### config.mk
export PLATFORM = sky130hd
export DESIGN_NAME = ysyx_22041461_wbu
export DESIGN_NICKNAME = d
export VERILOG_FILES = /design/src/rtl/ysyx_22041461_wbu_pkg.sv /design/src/rtl/ysyx_22041461_load_ext.sv /design/src/rtl/ysyx_22041461_wbu.sv
export SDC_FILE = /design/constraint.sdc
export NUM_CORES = 1
export LEC_CHECK = 0
export BUFFER_PORTS_ARGS = -buffer_cell sky130_fd_sc_hd__buf_4
export CAP_MARGIN = 20
export CORE_MARGIN = 4
export CORE_UTILIZATION = 46
export DETAILED_ROUTE_END_ITERATION = 10
export PLACE_DENSITY = 0.82
export SYNTH_ARGS = -nofsm -noshare
export SYNTH_HDL_FRONTEND = slang
export SYNTH_HIERARCHICAL = 1
export SYNTH_SLANG_ARGS = --single-unit
### constraint.sdc
create_clock -name clk -period 1.9 [get_ports clk]
set_clock_uncertainty 0.15 [all_clocks]
set_input_delay 0.57 -clock clk [delete_from_list [all_inputs] [get_ports clk]]
set_output_delay 0.57 -clock clk [all_outputs]
set_load 0.1 [all_outputs]
### src/rtl/ysyx_22041461_wbu_pkg.sv
// Write-back stage shared definitions:
// load funct3 encodings, FSM state encoding, default load timeout.
package ysyx_22041461_wbu_pkg;

    localparam logic [2:0] LB     = 3'b000;
    localparam logic [2:0] LH     = 3'b001;
    localparam logic [2:0] LW     = 3'b010;
    localparam logic [2:0] LD     = 3'b011;
    localparam logic [2:0] LBU    = 3'b100;
    localparam logic [2:0] LHU    = 3'b101;
    localparam logic [2:0] LWU    = 3'b110;
    localparam logic [2:0] LT_ILL = 3'b111;

    localparam int TIMEOUT_DEF = 255;

    typedef enum logic [1:0] {
        IDLE   = 2'd0,
        WAIT   = 2'd1,
        COMMIT = 2'd2
    } state_e;

endpackage

### src/rtl/ysyx_22041461_load_ext.sv
// Load data extractor: shifts the doubleword down by the byte offset
// (zero-filled) and sign/zero-extends per funct3.
// Ports: off_i (byte offset), ltype_i (funct3), rdata_i (aligned
//        doubleword) -> data_o (extended value), illegal_o (funct3 111).
module ysyx_22041461_load_ext
    import ysyx_22041461_wbu_pkg::*;
#(
    parameter int XLEN = 64
) (
    input  logic [2:0]      off_i,
    input  logic [2:0]      ltype_i,
    input  logic [XLEN-1:0] rdata_i,
    output logic [XLEN-1:0] data_o,
    output logic            illegal_o
);

    logic [XLEN-1:0] s;

    // Bytes past the end of the doubleword read as zero.
    assign s = rdata_i >> {off_i, 3'b000};

    always_comb begin
        data_o    = '0;
        illegal_o = 1'b0;
        unique case (ltype_i)
            LB:     data_o = {{(XLEN-8){s[7]}}, s[7:0]};
            LH:     data_o = {{(XLEN-16){s[15]}}, s[15:0]};
            LW:     data_o = {{(XLEN-32){s[31]}}, s[31:0]};
            LD:     data_o = s;
            LBU:    data_o = {{(XLEN-8){1'b0}}, s[7:0]};
            LHU:    data_o = {{(XLEN-16){1'b0}}, s[15:0]};
            LWU:    data_o = {{(XLEN-32){1'b0}}, s[31:0]};
            LT_ILL: illegal_o = 1'b1;
        endcase
    end

endmodule

### src/rtl/ysyx_22041461_wbu.sv
// Write-back stage: accepts one retiring instruction per handshake,
// waits (with timeout) for load data, drives a one-cycle rf write and
// commit pulse. All outputs except in_ready are registered.
// Ports: clk/rst (async active-low), in_* upstream bundle, mem_rvalid/
//        mem_rdata load response, rf_* write port, commit_*, sticky err_*.
module ysyx_22041461_wbu
    import ysyx_22041461_wbu_pkg::*;
#(
    parameter int XLEN    = 64,
    parameter int TIMEOUT = TIMEOUT_DEF
) (
    input  logic            clk,
    input  logic            rst,
    input  logic            in_valid,
    output logic            in_ready,
    input  logic [XLEN-1:0] in_pc,
    input  logic [4:0]      in_rd,
    input  logic            in_rd_wen,
    input  logic            in_is_load,
    input  logic [2:0]      in_load_type,
    input  logic [XLEN-1:0] in_addr,
    input  logic [XLEN-1:0] in_result,
    input  logic            mem_rvalid,
    input  logic [XLEN-1:0] mem_rdata,
    output logic            rf_wen,
    output logic [4:0]      rf_waddr,
    output logic [XLEN-1:0] rf_wdata,
    output logic            commit_valid,
    output logic [XLEN-1:0] commit_pc,
    output logic            err_timeout,
    output logic            err_illegal
);

    localparam logic [7:0] CNT_LAST = 8'(TIMEOUT - 1);

    state_e          state_q;
    logic [7:0]      cnt_q;
    logic [XLEN-1:0] pc_q;
    logic [4:0]      rd_q;
    logic            rd_wen_q;
    logic [2:0]      lt_q;
    logic [2:0]      off_q;

    logic            commit_valid_q;
    logic            rf_wen_q;
    logic [4:0]      rf_waddr_q;
    logic [XLEN-1:0] rf_wdata_q;
    logic [XLEN-1:0] commit_pc_q;
    logic            err_timeout_q;
    logic            err_illegal_q;

    logic            accept;
    logic [XLEN-1:0] ext_data;
    logic            ext_illegal;
    logic            unused_addr;

    assign unused_addr = &{1'b0, in_addr[XLEN-1:3]};

    assign in_ready = (state_q != WAIT);
    assign accept   = in_valid & in_ready;

    ysyx_22041461_load_ext #(
        .XLEN(XLEN)
    ) u_load_ext (
        .off_i    (off_q),
        .ltype_i  (lt_q),
        .rdata_i  (mem_rdata),
        .data_o   (ext_data),
        .illegal_o(ext_illegal)
    );

    always_ff @(posedge clk or negedge rst) begin
        if (!rst) begin
            state_q        <= IDLE;
            cnt_q          <= '0;
            pc_q           <= '0;
            rd_q           <= '0;
            rd_wen_q       <= 1'b0;
            lt_q           <= '0;
            off_q          <= '0;
            commit_valid_q <= 1'b0;
            rf_wen_q       <= 1'b0;
            rf_waddr_q     <= '0;
            rf_wdata_q     <= '0;
            commit_pc_q    <= '0;
            err_timeout_q  <= 1'b0;
            err_illegal_q  <= 1'b0;
        end else begin
            commit_valid_q <= 1'b0;
            rf_wen_q       <= 1'b0;
            case (state_q)
                IDLE, COMMIT: begin
                    if (accept) begin
                        pc_q     <= in_pc;
                        rd_q     <= in_rd;
                        rd_wen_q <= in_rd_wen;
                        lt_q     <= in_load_type;
                        off_q    <= in_addr[2:0];
                        if (in_is_load) begin
                            state_q <= WAIT;
                            cnt_q   <= '0;
                        end else begin
                            // Non-load retires on the very next cycle.
                            state_q        <= COMMIT;
                            commit_valid_q <= 1'b1;
                            rf_wen_q       <= in_rd_wen & (in_rd != 5'd0);
                            rf_waddr_q     <= in_rd;
                            rf_wdata_q     <= in_result;
                            commit_pc_q    <= in_pc;
                        end
                    end else begin
                        state_q <= IDLE;
                    end
                end
                WAIT: begin
                    if (mem_rvalid) begin
                        // Data arriving on the timeout cycle still wins.
                        state_q        <= COMMIT;
                        commit_valid_q <= 1'b1;
                        rf_wen_q       <= rd_wen_q & (rd_q != 5'd0)
                                          & ~ext_illegal;
                        rf_waddr_q     <= rd_q;
                        rf_wdata_q     <= ext_data;
                        commit_pc_q    <= pc_q;
                        if (ext_illegal) begin
                            err_illegal_q <= 1'b1;
                        end
                    end else if (cnt_q == CNT_LAST) begin
                        state_q        <= COMMIT;
                        commit_valid_q <= 1'b1;
                        rf_waddr_q     <= rd_q;
                        rf_wdata_q     <= '0;
                        commit_pc_q    <= pc_q;
                        err_timeout_q  <= 1'b1;
                    end else begin
                        cnt_q <= cnt_q + 8'd1;
                    end
                end
                default: state_q <= IDLE;
            endcase
        end
    end

    assign commit_valid = commit_valid_q;
    assign rf_wen       = rf_wen_q;
    assign rf_waddr     = rf_waddr_q;
    assign rf_wdata     = rf_wdata_q;
    assign commit_pc    = commit_pc_q;
    assign err_timeout  = err_timeout_q;
    assign err_illegal  = err_illegal_q;

endmodule

==> After elaboration in Yosys (flattened, before gate mapping) <==
Index checks and enable logic that the tools add are counted.
{ "classes": {"div": 0, "magnitude_cmp": 0, "bitwise": 6, "mux": 36, "mul": 0, "n_eq_ne": 17, "shifts": 1, "add_sub_neg": 1, "n_reduce_logical": 11} }
{ "op_table": {"columns": ["cell", "n"], "rows": [
  ["$mux 64", 8],
  ["$pmux 64 s7", 1],
  ["$pmux 64 s2", 2],
  ["$shr 64x6->64", 1],
  ["$mux 8", 4],
  ["$mux 5", 4],
  ["$pmux 8 s2", 1],
  ["$eq 3x3->1 const B", 4],
  ["$ne 2x2->1 const B", 5],
  ["$pmux 5 s2", 1],
  ["$reduce_bool 5->1", 2],
  ["$add 8x1->8 const B", 1],
  ["$eq 8x8->1 const B", 1],
  ["$mux 1", 8],
  ["$mux 2", 4],
  ["$eq 3x2->1 const B", 2],
  ["$reduce_and 3->1", 2],
  ["$reduce_and 5->1", 1],
  ["$and 1x1->1", 4],
  ["$pmux 1 s2", 2],
  ["$pmux 2 s2", 1],
  ["$reduce_and 4->1", 1],
  ["$eq 3x1->1 const B", 1],
  ["$logic_not 3->1", 1],
  ["9 further kinds", 10]
]} }
{ "totals": {"ram_bits": 0, "latch_bits": 0, "word_cells": 86, "ff_bits": 223, "inputBits": 270, "romBits": 0, "mem_count": 0, "output_inout_bits": 138} }

==> Longest topological paths before layout <==
{ "depth": {"ltp_word": 6, "mapped_depth": 10, "mapped_depth_nobuf": 7} }

==> Cells and area by module <==
Netlist, hierarchy kept.
{ "modules_own_cells": {"columns": ["module", "cells_per_inst", "n_inst", "seq_area_each_um2", "area_each_um2"], "rows": [
  ["ysyx_22041461_wbu", 820, 1, 5580.4, 9587.9],
  ["ysyx_22041461_load_ext", 289, 1, 0.0, 2534.9]
]} }

==> Least setup slack after synthesis <==
OpenSTA, ideal clock, no wires.
{ "synth_timing": {"kind": "reg2reg", "from": "register state_q[0]", "to": "register rf_wdata_q[33], in the netlist rf_wdata[33]", "n_path_buf": 1, "path_slack_ns": -0.399, "setup_time_ns": 0.104, "stages_incl_launch_ff": 6, "synth_period_minus_slack_ns": 2.299, "arrival_ns": 2.045, "required_ns": 1.646, "path_cell_list": "dfrtp_1 -> and2b_1 -> inv_1 -> nor2_1 -> clkbuf_1 -> a221oi_1"} }
{ "synth_between": {"elab_chain_cells": 4, "word_cells_on_any_way": 12, "cone_classes": "6 x eq/ne; 1 x mux; 1 x bitwise; 4 x reduce/logical"} }
{ "synth_lines": {"columns": ["item", "line", "text"], "rows": [
  ["start: declaration", "ysyx_22041461_wbu.sv:36", "state_e state_q;"],
  ["start signal: assignment", "ysyx_22041461_wbu.sv:74", "state_q <= IDLE;"],
  ["start signal: assignment", "ysyx_22041461_wbu.sv:100", "state_q <= WAIT;"],
  ["start signal: assignment", "ysyx_22041461_wbu.sv:104", "state_q <= COMMIT;"],
  ["$ne 2x1->1", "ysyx_22041461_wbu.sv:59", "assign in_ready = (state_q != WAIT);"],
  ["named net in_ready", "ysyx_22041461_wbu.sv:15", "output logic in_ready,"],
  ["$and 1x1->1", "ysyx_22041461_wbu.sv:60", "assign accept = in_valid & in_ready;"],
  ["$ne 2x2->1 (no line)", null, null],
  ["$reduce_and 4->1 (no line)", null, null],
  ["end signal: assignment", "ysyx_22041461_wbu.sv:108", "rf_wdata_q <= in_result;"],
  ["end signal: assignment", "ysyx_22041461_wbu.sv:123", "rf_wdata_q <= ext_data;"],
  ["end: declaration", "ysyx_22041461_wbu.sv:47", "logic [XLEN-1:0] rf_wdata_q;"]
]} }
The timed path passes the listed nets, and every way through them passes these cells.
A chain may end at the register's enable or synchronous reset.

==> Worst setup path after layout <==
{ "layout_timing": {"from": "register off_q[1]", "to": "register rf_wdata_q[37], in the netlist rf_wdata[37]"} }
{ "layout_between": {"elab_chain_cells": 4} }
{ "layout_lines": {"columns": ["item", "line", "text"], "rows": [
  ["start: declaration", "ysyx_22041461_wbu.sv:42", "logic [2:0] off_q;"],
  ["start signal: assignment", "ysyx_22041461_wbu.sv:98", "off_q <= in_addr[2:0];"],
  ["$shr 64x6->64", "ysyx_22041461_load_ext.sv:20", "assign s = rdata_i >> {off_i, 3'b000};"],
  ["$pmux 64 s7", "ysyx_22041461_load_ext.sv:25", "unique case (ltype_i)"],
  ["named net ext_data[37]", "ysyx_22041461_wbu.sv:53", "logic [XLEN-1:0] ext_data;"],
  ["$mux 64", "ysyx_22041461_wbu.sv:116", "if (mem_rvalid) begin"],
  ["$pmux 64 s2", "ysyx_22041461_wbu.sv:91", "case (state_q)"]
]} }
The timed path passes the listed nets, and every way through them passes these cells.

==> results_dict.tcl <==
set metrics [dict create \
    outcome "finished with violations" \
    violations "negative setup slack" \
    p_total_uw 25400 \
    rows 59 \
    ys_types 59 \
    die_x_microns 170 \
    fin_ws_ns -0.392 \
    busiest_layer "met2" \
    overflow 0 \
    hp-class "in -> reg" \
    p_leak_uw 0.00857 \
    whs_ns 0.126 \
    cp.required_ns 2.13 \
    vias_per_cell 6.32 \
    ant_nets 0 \
    period_share_pct 121 \
    cts_buffer_depth 3 \
    design_area_sq_um 18900 \
    synthFlopType "dfrtp_1" \
    path_max_fanout 20 \
    power_frac_comb_pct 54.3 \
    dpl.hpwl_microns 30300 \
    rrSetupSlack_ns -0.39 \
    rsz0062_at_grt "true" \
    antenna_found_initial 1 \
    place_area_sq_um 16300 \
    pwr-share-seq_pct 26.8 \
    dr_total_vias 12100 \
    critical_path_depth 9 \
    port_buffers 346 \
    clkPwrFrac_pct 18.9 \
    swShare_pct 47.8 \
    crit_family "simple AND/OR/NAND/NOR gates" \
    async_reset_ff_share_pct 100 \
    rr_worst_depth 9 \
    syn-cell-area_sq_um 12100 \
    core_area_sq_um 26000 \
    synth_edf_count 0 \
    path_cells "buf_6 -> mux2i_1 -> nand2_1 -> nand4_1 -> buf_6 -> buf_12 -> nand4_1 -> nand2_1 -> a221oi_2" \
    drive_gt1_share_pct 54.9 \
    finalCriticalPeriod_ns 2.29 \
    drt_first_pass_iters 7 \
    postSynthCellCount 1109 \
    setup_viol 203 \
    ys_ff_latch 223 \
    first_iter_violations 1183 \
    die-area_sq_um 29000 \
    slowest_stage "dfrtp_2" \
    holdPathStages 2 \
    power_switching_uw 12100 \
    worstSetupPathType "reg -> reg" \
    cp-start-kind "flip-flop" \
    fin_nets 1833 \
    slew_viol_final 0 \
    clk_latency_ns 0.53 \
    min_to "off_q[0]" \
    ys_seq_area_share_pct 46.0 \
    timing.rr.start "off_q[1]" \
    slowest_delay_ns 0.53 \
    synth_fp_nets 1381 \
    path_clk_slew_ns 0.07 \
    synth.avg_cell_area_sq_um 10.9 \
    routed_wl_microns 48000 \
    cts_tree "done" \
    grt_use_met3_pct 6.04 \
    grtUsageTotal_pct 30.3 \
    start_util_pct 46.7 \
    cts_sinks 223 \
    grt_max_degree 77 \
    worst_slew_pin_slew_ns 0.685 \
    use_met2_pct 52.9 \
    power_density_nw_per_um2 1340 \
    path_buf_inv 3 \
    gr-usage-met1_pct 37.4 \
    grt_pass1_vias 12100 \
    cts-htree-levels 1 \
    maxSlewHeadroom_pct 54.3 \
    p_int_uw 13300 \
    max-vdd-ir-drop_uv 1390 \
    wire_per_inst_microns 25.1 \
    die_y_microns 170 \
    timing.rr.end "rf_wdata[37]" \
    area_growth_pct 56.0 \
    critPathCaptureType "flip-flop" \
    drc 0 \
    ys_warn_count 6 \
    gp_congestion 0.949 \
    crit_arrival_ns 2.53 \
    max_freq_ghz 0.436 \
    cts_root_buf "clkbuf_16" \
    hold_viol_final 0 \
    cts_buffers 25 \
    io_pins 408 \
    maxCapViolCount 0 \
    hold_path.startpoint "in_addr[0]" \
    grt_pass1_wl_microns 69600 \
]
-- layout by cell type, fill, tap and decap left out, types with 11 or more instances in the layout --
| master | n |
|---|---|
| buf_4 | 434 |
| dfrtp_1 | 212 |
| nand2_1 | 100 |
| mux2_2 | 84 |
| nor2_1 | 75 |
| inv_1 | 74 |
| or3_1 | 68 |
| a221oi_2 | 59 |
| o221a_4 | 47 |
| buf_12 | 42 |
| nand4_1 | 33 |
| clkbuf_16 | 31 |
| mux4_2 | 29 |
| buf_6 | 23 |
| o221a_1 | 20 |
| mux2i_1 | 19 |
| nand3_1 | 17 |
| mux2_4 | 15 |
| buf_16 | 12 |
| o211ai_1 | 11 |
| dfrtp_2 | 11 |
-- metal layers --
layer	routed length, microns	vias up	part of all wire [%]
met5	0	-	0
met2	24200	843	50
li1	-	5042	-
met4	2080	0	4.3
met3	4790	141	10
met1	17000	6051	35
-- power groups by stage --
stage | registers, uW | logic (uW) | clock network [uW]
floorplan | 12300 | 3300 | 0
global placement | 6670 | 12000 | 0
detailed placement | 6730 | 12200 | 0
CTS | 6680 | 13100 | 4830
global route | 6890 | 14200 | 5050
finish | 6790 | 13800 | 4800
-- registers in the layout (all words and copies together) (netlist names) --
| signal | flops |
|---|---|
| cnt_q | 8 |
| commit_pc | 64 |
| commit_valid | 1 |
| err_illegal | 1 |
| err_timeout | 1 |
| lt_q | 3 |
| off_q | 3 |
| pc_q | 64 |
| rd_q | 5 |
| rd_wen_q | 1 |
| rf_waddr | 5 |
| rf_wdata | 64 |
| rf_wen | 1 |
| state_q | 2 |
-- cell type report --
type / count / area [sq um]
multi-input combinational: 707 / 6760
sequential: 223 / 5590
inverter: 76 / 294
fill: 1612 / 7070
clock inverter: 9 / 108
clock buffer: 33 / 686
antenna: 1 / 2.50
timing repair buffer: 528 / 5050
tap: 335 / 419
-- cells by family (layout without fill, tap and decap cells) --
logic type | Yosys count | after routing | share of synthesized area [%]
adders and majority gates | 2 | 2 | 0.206
buffers and inverters | 180 | 646 | 7.27
DFF | 223 | 223 | 46.0
AOI/OAI and AO/OA | 201 | 201 | 14.9
other | 0 | 1 | 0
muxes | 157 | 157 | 17.4
xor gates and xnor gates | 1 | 1 | 0.0723
and+or+nand+nor | 345 | 346 | 14.2
-- timing repair --
item,in CTS,in global routing
endpoints found under the setup margin,235,272
endpoints found under the hold margin,41,0
pin swaps,39,19
gates resized for setup,149,98
hold buffers,1,0
setup buffers,23,11
cloned,15,8
-- worst max-delay path by stage --
| stage | from | endpoint | slack, ns |
|---|---|---|---|
| 4_1_cts | state_q[1] | in_ready | -0.28 |
| 6_report | off_q[1] | rf_wdata[37] | -0.39 |
| 5_1_grt | off_q[0] | rf_wdata[23] | -0.41 |
| 3_5_place_dp | mem_rdata[63] | rf_wdata[37] | -0.40 |
| 3_3_place_gp | off_q[0] | rf_wdata[9] | -0.30 |
| 2_1_floorplan | state_q[1] | rf_wdata[33] | -0.32 |
-- cells in the mapped netlist, drive strengths merged, types with 2 or more instances --
master	number	area [sq um]
ha	2	25.0
and3	11	68.8
a221oi	64	561
o32ai	2	17.5
inv	76	285
nor2b	11	68.8
mux2	99	1160
nand4	35	231
o211ai	11	82.6
and2	3	18.8
nand3	18	90.1
nand2	105	394
or3	68	425
nor2	78	293
dfrtp	223	5580
nand2b	5	31.3
a22oi	10	85.1
buf	62	437
o221a	67	754
o22ai	2	12.5
mux4	29	653
a31o	2	17.5
clkbuf	42	159
mux2i	29	294
a31oi	3	18.8
or4	2	15.0
a21oi	7	38.8
nor3b	3	27.5
o21ai	18	90.1
o2bb2ai	7	61.3
-- through the flow --
stage	instances	utilization, %	setup TNS [ns]	worst slack [ns]
6_report	1912	72.8	-31.08	-0.392
5_1_grt	1912	72.8	-42.93	-0.407
3_3_place_gp	1817	62.5	-21.42	-0.300
2_1_floorplan	1109	-	-23.71	-0.325
3_5_place_dp	1817	62.5	-29.26	-0.402
4_1_cts	1895	70.5	-26.55	-0.276
Note: power is estimated with default switching activity, not from simulation.
